## src/rtl/instr_fetch_decode.sv

```systemverilog
// Multi-cycle fetch/decode sequencer for a 16-bit program memory that drives an
// external 8-bit ALU and writes its result back into a four-entry register file.
module instr_fetch_decode #(
  parameter int ADDR_W = 4
) (
  input  logic              clk,
  input  logic              rst,
  input  logic              start,
  input  logic              prog_we,
  input  logic [ADDR_W-1:0] prog_addr,
  input  logic [15:0]       prog_data,
  output logic [7:0]        a,
  output logic [7:0]        b,
  output logic [2:0]        opcode,
  output logic              issue_valid,
  input  logic              wb_valid,
  input  logic [7:0]        wb_data,
  input  logic              wb_carry,
  output logic              carry_flag,
  output logic [ADDR_W-1:0] pc,
  output logic              busy,
  output logic              halted
);

  typedef enum logic [2:0] {
    IDLE,
    FETCH,
    DECODE,
    ISSUE,
    WAIT,
    HALT
  } state_t;

  state_t      state;
  logic [15:0] ir;
  logic [7:0]  regs [4];
  logic [15:0] mem  [2**ADDR_W];

  logic [1:0]  ra, rb, rd_alu, rd_ldi;
  logic [7:0]  imm;

  assign ra     = ir[11:10];
  assign rb     = ir[9:8];
  assign rd_alu = ir[7:6];
  assign rd_ldi = ir[9:8];
  assign imm    = ir[7:0];

  // Program memory has no reset so a loaded program survives rst.
  always_ff @(posedge clk) begin
    if (state == IDLE && prog_we) begin
      mem[prog_addr] <= prog_data;
    end
  end

  always_ff @(posedge clk or negedge rst) begin
    if (!rst) begin
      state       <= IDLE;
      ir          <= '0;
      pc          <= '0;
      a           <= '0;
      b           <= '0;
      opcode      <= '0;
      issue_valid <= 1'b0;
      carry_flag  <= 1'b0;
      busy        <= 1'b0;
      halted      <= 1'b0;
      for (int unsigned i = 0; i < 4; i++) begin
        regs[i] <= '0;
      end
    end else begin
      case (state)
        IDLE: begin
          if (start) begin
            pc    <= '0;
            busy  <= 1'b1;
            state <= FETCH;
          end
        end

        FETCH: begin
          ir    <= mem[pc];
          state <= DECODE;
        end

        DECODE: begin
          if (ir[15:14] == 2'b11) begin
            busy   <= 1'b0;
            halted <= 1'b1;
            state  <= HALT;
          end else if (ir[15]) begin
            regs[rd_ldi] <= imm;
            pc           <= pc + 1'b1;
            state        <= FETCH;
          end else begin
            a           <= regs[ra];
            b           <= regs[rb];
            opcode      <= ir[14:12];
            issue_valid <= 1'b1;
            state       <= ISSUE;
          end
        end

        ISSUE: begin
          issue_valid <= 1'b0;
          state       <= WAIT;
        end

        WAIT: begin
          if (wb_valid) begin
            regs[rd_alu] <= wb_data;
            carry_flag   <= wb_carry;
            pc           <= pc + 1'b1;
            state        <= FETCH;
          end
        end

        HALT: begin
          if (start) begin
            pc     <= '0;
            busy   <= 1'b1;
            halted <= 1'b0;
            state  <= FETCH;
          end
        end

        default: begin
          state <= IDLE;
        end
      endcase
    end
  end

endmodule

```

## config.mk

```make
export PLATFORM = sky130hd
export DESIGN_NAME = instr_fetch_decode
export DESIGN_NICKNAME = d
export VERILOG_FILES = /design/src/rtl/instr_fetch_decode.sv
export SDC_FILE = /design/constraint.sdc
export NUM_CORES = 1
export LEC_CHECK = 0
export ABC_AREA = 1
export CORE_MARGIN = 4
export CORE_UTILIZATION = 50
export DETAILED_ROUTE_END_ITERATION = 10
export PLACE_DENSITY_LB_ADDON = 0.15
export REMOVE_ABC_BUFFERS = 1
export SYNTH_ARGS = -nofsm -noshare
export SYNTH_HDL_FRONTEND = slang
export SYNTH_SLANG_ARGS = --single-unit
```

## constraint.sdc

```tcl
create_clock -name clk -period 2.41 [get_ports clk]
set_input_delay 0.241 -clock clk [delete_from_list [all_inputs] [get_ports clk]]
set_output_delay 0.241 -clock clk [all_outputs]
set_load 0.05 [all_outputs]
```

; Word level (Yosys, flattened, before mapping)
; Memory sizes are Yosys's and may differ from the RTL's. A register that Yosys moved wholly into a read port is not among the register bits.
; Cells that the tools add are included.
[classes]
reduce_logical = 19
add_sub_neg = 1
bitwise = 5
n_lt_le_gt_ge = 5
n_eq_ne = 13
n_mux = 37
[op_table]
columns = cell, count
row1 = 32-bit 2-to-1 mux, 3
row2 = 32-bit bitwise mux, 2
row3 = 32-bit one-hot mux with 2 select lines, 1
row4 = 8-bit 2-to-1 mux, 6
row5 = 8-bit binary-select mux with 2-bit select, 2
row6 = 8-bit demux with 2-bit select, 2
row7 = 4-bit 2-to-1 mux, 4
row8 = 3-bit one-hot mux with 5 select lines, 1
row9 = "2-bit inequality test, second input constant", 6
row10 = 4-bit one-hot mux with 3 select lines, 1
row11 = 3-bit AND reduction, 4
row12 = "3-bit greater-or-equal comparator, second input constant", 3
row13 = 3-bit 2-to-1 mux, 3
row14 = 2-bit NOT with 3-bit output, 3
row15 = 1-bit 2-to-1 mux, 8
row16 = 2-bit nonzero test, 4
row17 = "3-bit by 2-bit equality test with 1-bit output, second input constant", 2
row18 = "3-bit equality test, second input constant", 2
row19 = "3-bit by 1-bit less-than comparator with 1-bit output, second input constant", 2
row20 = 1-bit one-hot mux with 2 select lines, 3
row21 = 5-bit AND reduction, 1
row22 = "4-bit by 1-bit adder with 4-bit output, second input constant", 1
row23 = 2-bit AND reduction, 2
row24 = 4-bit AND reduction, 1
row25 = 10 further kinds, 13
[totals]
reg_bits = 62
memories = 1
in_bits = 34
ramBits = 256
out_inout_bits = 27
elab_cells = 94
[memory_table]
columns = name, words, word_bits, read_ports, rd_ports_with_merged_regs, wr, line
row1 = mem, 16, 16, 1, 1, 1, 37  ; logic [15:0] mem [2**ADDR_W];

; Longest topological paths before layout
; Gate-level depths: netlist (run 1).
[logic_depth]
word_depth = 9
ltp_mapped = 11
ltp_nobuf = 9

; Worst setup path before layout (run 1)
; No wires, ideal clock.
[synth_timing]
path_kind = register to register
from = reg state[2]
to = mem mem[0][0], enable pin
setup_ps = 388
period_less_slack_ps = 2083
t_arrival_ps = 1695
slack_ps = 327
stages_incl_launch_ff = 6
path_buffers = 0
t_required_ps = 2022
cell_sequence = dfrtp_1 -> nor2_1 -> nand2_1 -> nor2_1 -> nand3_1 -> nor2_1
[synth_between]
elab_chain_len = 4
[synth_rtl]
columns = element, line
row1 = "start, declared", 34  ; state_t state;
row2 = "start signal, assigned", 57  ; state <= IDLE;
row3 = "start signal, assigned", 76  ; state <= FETCH;
row4 = "start signal, assigned", 82  ; state <= DECODE;
row5 = 3-bit logical NOT, 50  ; if (state == IDLE && prog_we) begin
row6 = 1-bit logical AND, 50
row7 = 1-bit 2-to-1 mux, 50
row8 = 1-bit 2-to-1 mux (not written as such), 51  ; mem[prog_addr] <= prog_data;
row9 = "end, declared", 37
; No other way between the ends.

; Worst setup path after layout (run 1)
[layout_timing]
from = reg pc[3]
to = out pc[3]
[layout_lines]
columns = element, line
row1 = "start, declared", 20  ; output logic [ADDR_W-1:0] pc,
row2 = "start signal, assigned", 92  ; pc <= pc + 1'b1;
row3 = "start signal, assigned", 112  ; pc <= pc + 1'b1;
; No word-level cell between the ends.

==> flow_summary.ini, run 1 <==
[place]
port_buffers = 60
preCtsSetupSlack_ps = 439
place_inst = 1829
dp_hpwl_mm = 24.3
placed_area_um2 = 15800
place.gp.congestion = 0.907

[drt]
first_pass_iters = 5
drc_errors = 0
vias = 10400
vias_per_cell = 5.47
ant_nets = 0
dr_wl_met2_mm = 18.4
first_iter_violations = 1266
routed_wl_mm = 38.2
wl_met1_mm = 16.0
routed-wl-met3_mm = 2.69
top_layer = met5
avgRoutedWirePerCell_um = 20.2

[setup_path]
cp_slowest_cell = clkdlybuf4s50_1
r2r-start = state[0]$_DFFE_PN0P_
crit_buf_inv = 1
start_kind = register
slowest_delay_ps = 900
critPathArrivalTime_ps = 2060
crit_chain = clkdlybuf4s50_1
path_delay_family = buffers and inverters
cp_max_fo = 8
path_class = register to output pin
endpoint_kind = output pin
cp.required_ps = 2170
cp-startpoint = pc[3]$_DFFE_PN0P_

[global_routing]
antenna_found_initial = 1
grt_remaining_overflow = 0
grt_usage_pct = 24.7
grt_start_max_net_pins = 92
grt_first_pass_wirelength_mm = 58.9
grt_pass1_vias = 9979

[synthesis]
syn_area_um2 = 14300
synth_area_leaders = edfxtp_1, nand2_1, dfrtp_1
yosysTopAreaCellShare_pct = 53.8
yosysWarnings = 0
synth_area_leader_cell = edfxtp_1
ys_ff_latch = 334
avgSynthCellArea_um2 = 10.3
synth_seq_area_share_pct = 67.4
ys_types = 33
netlist_instances = 1390

[die]
io_pins = 61
fp.coreArea_um2 = 28000
rows = 61
die_w_um = 177
start_util_pct = 51.0
die_height_um = 177
die_area_um2 = 31400

[sta]
fin_crit_sh_pct = 95.5
finalSetupViolCount = 0
worst_hold_slack_ps = 301
fmax_ghz = 0.434
tightestPinTransition_ps = 966
finalSetupTns_ps = 0
timing.final.ws_setup_ps = 107
rsz0062_at_grt = no
period_minus_slack_ps = 2300
hold_viol = 0
slew_headroom_pct = 35.5
fin_skew_ps = 13.5
finalMaxSlewViolations = 0

[finish]
seq_area_um2 = 9640
synthToLayoutAreaGrowth_pct = 18.2
drive_above_1_share_pct = 12.3
final_nets = 1525
utilization_pct = 60.3
instances_no_fill = 1894
multi_input_area_um2 = 4280
antenna_cells = 0
final_area_um2 = 16900
n_fill_cell = 2330

[clocking]
numCtsBuffers = 36
cts_buffer_depth = 3
ctsHoldBuffers = 1
cts_root_buf = clkbuf_16
post_cts_resized = 0
numClockSinks = 334
cts_setup_buffers = 0
cts_tree = yes
clkTransAtPathRegs_ps = 60
h-tree-depth = 2
clk_latency_ps = 520

[pwr]
pwr-share-seq_pct = 37.5
power.density_nw_per_um2 = 1160
power.switching_mw = 7.64
pwr-share-clk_pct = 26.9
p_comb_share_pct = 35.6
p_int_mw = 12.0
swShare_pct = 38.8
ir_worst_vdd_mv = 0.718
p_total_mw = 19.7
leakage_nw = 6.73

[min_path]
hold_class = input port to async pin

[status]
outcome = finished clean

[run]
cap_violations = 0
layer usage:
layer / track usage [%] / vias to the layer above
li1: - / 4899
met1: 34.5 / 4973
met2: 40.4 / 410
met3: 3.97 / 81
met4: 7.12 / 2
met5: 0 / -
cell usage after synthesis:
| cell type | instances |
|---|---|
| nand2_1 | 558 |
| edfxtp_1 | 256 |
| nand3_1 | 143 |
| nor2_1 | 95 |
| dfrtp_1 | 78 |
| a21oi_1 | 63 |
| clkbuf_1 | 36 |
| o21ai_0 | 27 |
| inv_1 | 25 |
| o21ai_2 | 24 |
| buf_2 | 18 |
| nand4_1 | 12 |
| o21ai_1 | 9 |
| buf_6 | 5 |
| nand2_2 | 5 |
| nor2_4 | 5 |
| buf_1 | 4 |
| nand2_4 | 4 |
| nand3_2 | 4 |
| inv_2 | 3 |
| nor2_2 | 3 |
| clkinv_1 | 2 |
| a21oi_4 | 1 |
| a22oi_1 | 1 |
| clkinv_2 | 1 |
| ha_1 | 1 |
| inv_4 | 1 |
| mux2_2 | 1 |
| nand2b_1 | 1 |
| nand3_4 | 1 |
| o21a_1 | 1 |
| o22a_1 | 1 |
| xnor2_1 | 1 |
cell usage in the layout, fill, tap and decap left out, drive strengths merged, types with 2 or more instances in the layout:
master and n:
dfrtp 78, nand4 12, nor2 103, clkbuf 50, buf 67, nand2 567
edfxtp 256, clkdlybuf4s50 57, a21oi 64, clkinv 13, bufinv 2, nand3 148
o21ai 60, inv 30
power by group through the flow:
stage,sequential (mW),clock (mW),combinational (mW)
4_1_cts,7.38,5.38,6.98
5_1_grt,7.46,5.63,7.71
3_3_place_gp,7.47,0,6.93
6_report,7.38,5.30,7.00
2_1_floorplan,8.30,0,3.56
3_5_place_dp,7.49,0,6.95
cell families after synthesis:
group	count (synthesis)	share of synthesized area, %
xor gates and xnor gates	1	0.0613
AOI/OAI and AO/OA	127	5.22
and+or+nand+nor	831	24.2
buffers and inverters	95	2.94
DFF	334	67.4
muxes	1	0.0788
adders and majority gates	1	0.0875
state kept, by name (all words and copies together), names as in the netlist:
signal	cells
mem	256
regs	32
ir	16
a	8
b	8
pc	4
opcode	3
state	3
busy	1
carry_flag	1
halted	1
issue_valid	1
layout make-up:
type | count | share of cell area [%]
sequential | 334 | 57.1
multi-input combinational | 961 | 25.3
timing repair buffer | 125 | 7.45
clock buffer | 50 | 5.89
tap | 378 | 2.80
inverter | 32 | 0.741
clock inverter | 14 | 0.733
path summary, 6_finish.rpt:
check / end / slack, ps / cells past startpoint
min in group clk: carry_flag$_DFFE_PN0P_ / 350 / 2
max reg2reg: regs[1]$_DFFE_PN0P_ / 410 / 8
max: pc[3] / 110 / 1
min reg2reg: opcode[2]$_DFFE_PN0P_ / 470 / 2
max in group asynchronous: b[3]$_DFFE_PN0P_ / 1770 / 3
min: carry_flag$_DFFE_PN0P_ / 300 / 3
Power figures use the tool's default switching activity.
==> inputs of run 2 (changes only) <==
clock period = 2.3 ns   (was 2.41 ns; I/O delays follow)
==> run 2 against run 1 <==
Net effect:
- non-clock buffer count down 6
- first-iteration DRC count down 33%
- register-to-register slack worse by 60 ps
- clock power up 13%
- worst hold slack worse by 57 ps
- sequential share of layout area down 0.36 points
- sequential cell count unchanged
- clock skew up 4.5 ps
- via count down 1.1%
- largest cell class unchanged
==> flow_summary.ini, run 2 (synthesis gave the netlist of run 1 again) <==
[status]
outcome = finished clean

[run]
cap_violations = 0

[min_path]
hold_class = input port to async pin

[place]
place.gp.congestion = 0.920
port_buffers = 60
place_inst = 1823
dp_hpwl_mm = 23.5
preCtsSetupSlack_ps = 348

[global_routing]
grt_usage_pct = 22.8
grt_start_max_net_pins = 87
grt_remaining_overflow = 0
grt_first_pass_wirelength_mm = 55.4
antenna_found_initial = 1
grt_pass1_vias = 9737

[setup_path]
critPathArrivalTime_ps = 1800
start_kind = register
r2r-start = state[2]$_DFFE_PN0P_
path_delay_family = buffers and inverters
r2r_end = mem[10][1]$_DFFE_PP_
slowest_delay_ps = 840
cp.depth = 1
cp_slowest_cell = clkdlybuf4s50_1
cp.required_ps = 2070
crit_path_end = pc[2]
cp-startpoint = pc[2]$_DFFE_PN0P_
crit_buf_inv = 1
cp_max_fo = 5
path_class = register to output pin
crit_chain = clkdlybuf4s50_1
endpoint_kind = output pin
r2r_cells = 7
r2r_setup_slack_ps = 350

[clocking]
numCtsBuffers = 36
clkTransAtPathRegs_ps = 60
clk_latency_ps = 530
numClockSinks = 334
cts_tree = yes
cts_root_buf = clkbuf_16
h-tree-depth = 2
cts_setup_buffers = 0
cts_buffer_depth = 3

[finish]
largest_reg_flops = 256
regMostFlops = mem
mostFrequentLayoutCell = nand2_1
antenna_cells = 0
final_nets = 1519
layout_common_cells = nand2_1, edfxtp_1, nand3_1
instances_no_fill = 1888
drive_above_1_share_pct = 12.3
largestRegisters = mem (256), regs (32), ir (16)
synthToLayoutAreaGrowth_pct = 18.9

[drt]
routed_wl_mm = 35.6
avgRoutedWirePerCell_um = 18.9
ant_nets = 0
drc_errors = 0
first_pass_iters = 6
vias_per_cell = 5.43
first_iter_violations = 844
vias = 10300

[die]
io_pins = 61
start_util_pct = 51.0
die_height_um = 177
die_area_um2 = 31400
fp.coreArea_um2 = 28000
die_w_um = 177
rows = 61

[sta]
finalMaxSlewViolations = 0
fmax_ghz = 0.493
timing.final.ws_setup_ps = 271
fin_crit_sh_pct = 88.2
finalSetupViolCount = 0
rsz0062_at_grt = no
fin_skew_ps = 18.1
slew_headroom_pct = 53.9
period_minus_slack_ps = 2030
tightestPinTransition_ps = 690
hold_viol = 0

[pwr]
ir_worst_vdd_mv = 0.874
power.density_nw_per_um2 = 1230
leakage_nw = 6.76
[run 2: routing by layer]
| layer | track usage [%] | vias up | share of wire [%] |
|---|---|---|---|
| met1 | 29.9 | 4912 | 41 |
| met5 | 0 | - | 0.025 |
| met3 | 3.93 | 88 | 6.6 |
| met4 | 8.22 | 2 | 3.6 |
| met2 | 38.6 | 368 | 49 |
| li1 | - | 4883 | - |
[run 2: final cells by class]
class / instances / area (um^2)
Tap cell: 378 / 473
Fill cell: 2339 / 11000
Multi-Input combinational cell: 961 / 4280
Clock inverter: 25 / 310
Timing Repair Buffer: 119 / 1260
Clock buffer: 39 / 912
Sequential cell: 334 / 9640
Inverter: 32 / 125
[run 2: repair_timing]
item,in CTS,in global routing
gates resized for setup,0,0
hold buffers,1,0
hold endpoints to repair,39,0
[run 2: where the power goes]
group          internal, mW  switching (mW)
clock                  3.66            2.32
sequential             7.17           0.520
combinational          2.23            5.02
[run 2: how the worst min path moves through the flow]
stage	slack, ps	depth (start not counted)	endpoint	from
after floorplan	-70	0	a[0]$_DFFE_PN0P_	rst
after global placement	250	1	a[7]$_DFFE_PN0P_	rst
after detailed placement	250	1	busy$_DFFE_PN0P_	rst
after CTS	260	2	busy$_DFFE_PN0P_	rst
after global routing	290	2	a[7]$_DFFE_PN0P_	rst
final	240	2	a[7]$_DFFE_PN0P_	rst
[run 2: per-stage QoR]
stage / TNS, ps / total power, mW / instance area, um^2 / hold slack [ps] / utilization [%]
3_3_place_gp: 0 / 14.9 / 15800 / 247 / 56.3
3_5_place_dp: 0 / 15.0 / 15800 / 249 / 56.3
5_1_grt: 0 / 22.1 / 17000 / 294 / 60.7
2_1_floorplan: -62840 / 12.4 / 14000 / -65.6 / -
6_report: 0 / 20.9 / 17000 / 244 / 60.7
4_1_cts: 0 / 21.0 / 17000 / 255 / 60.7
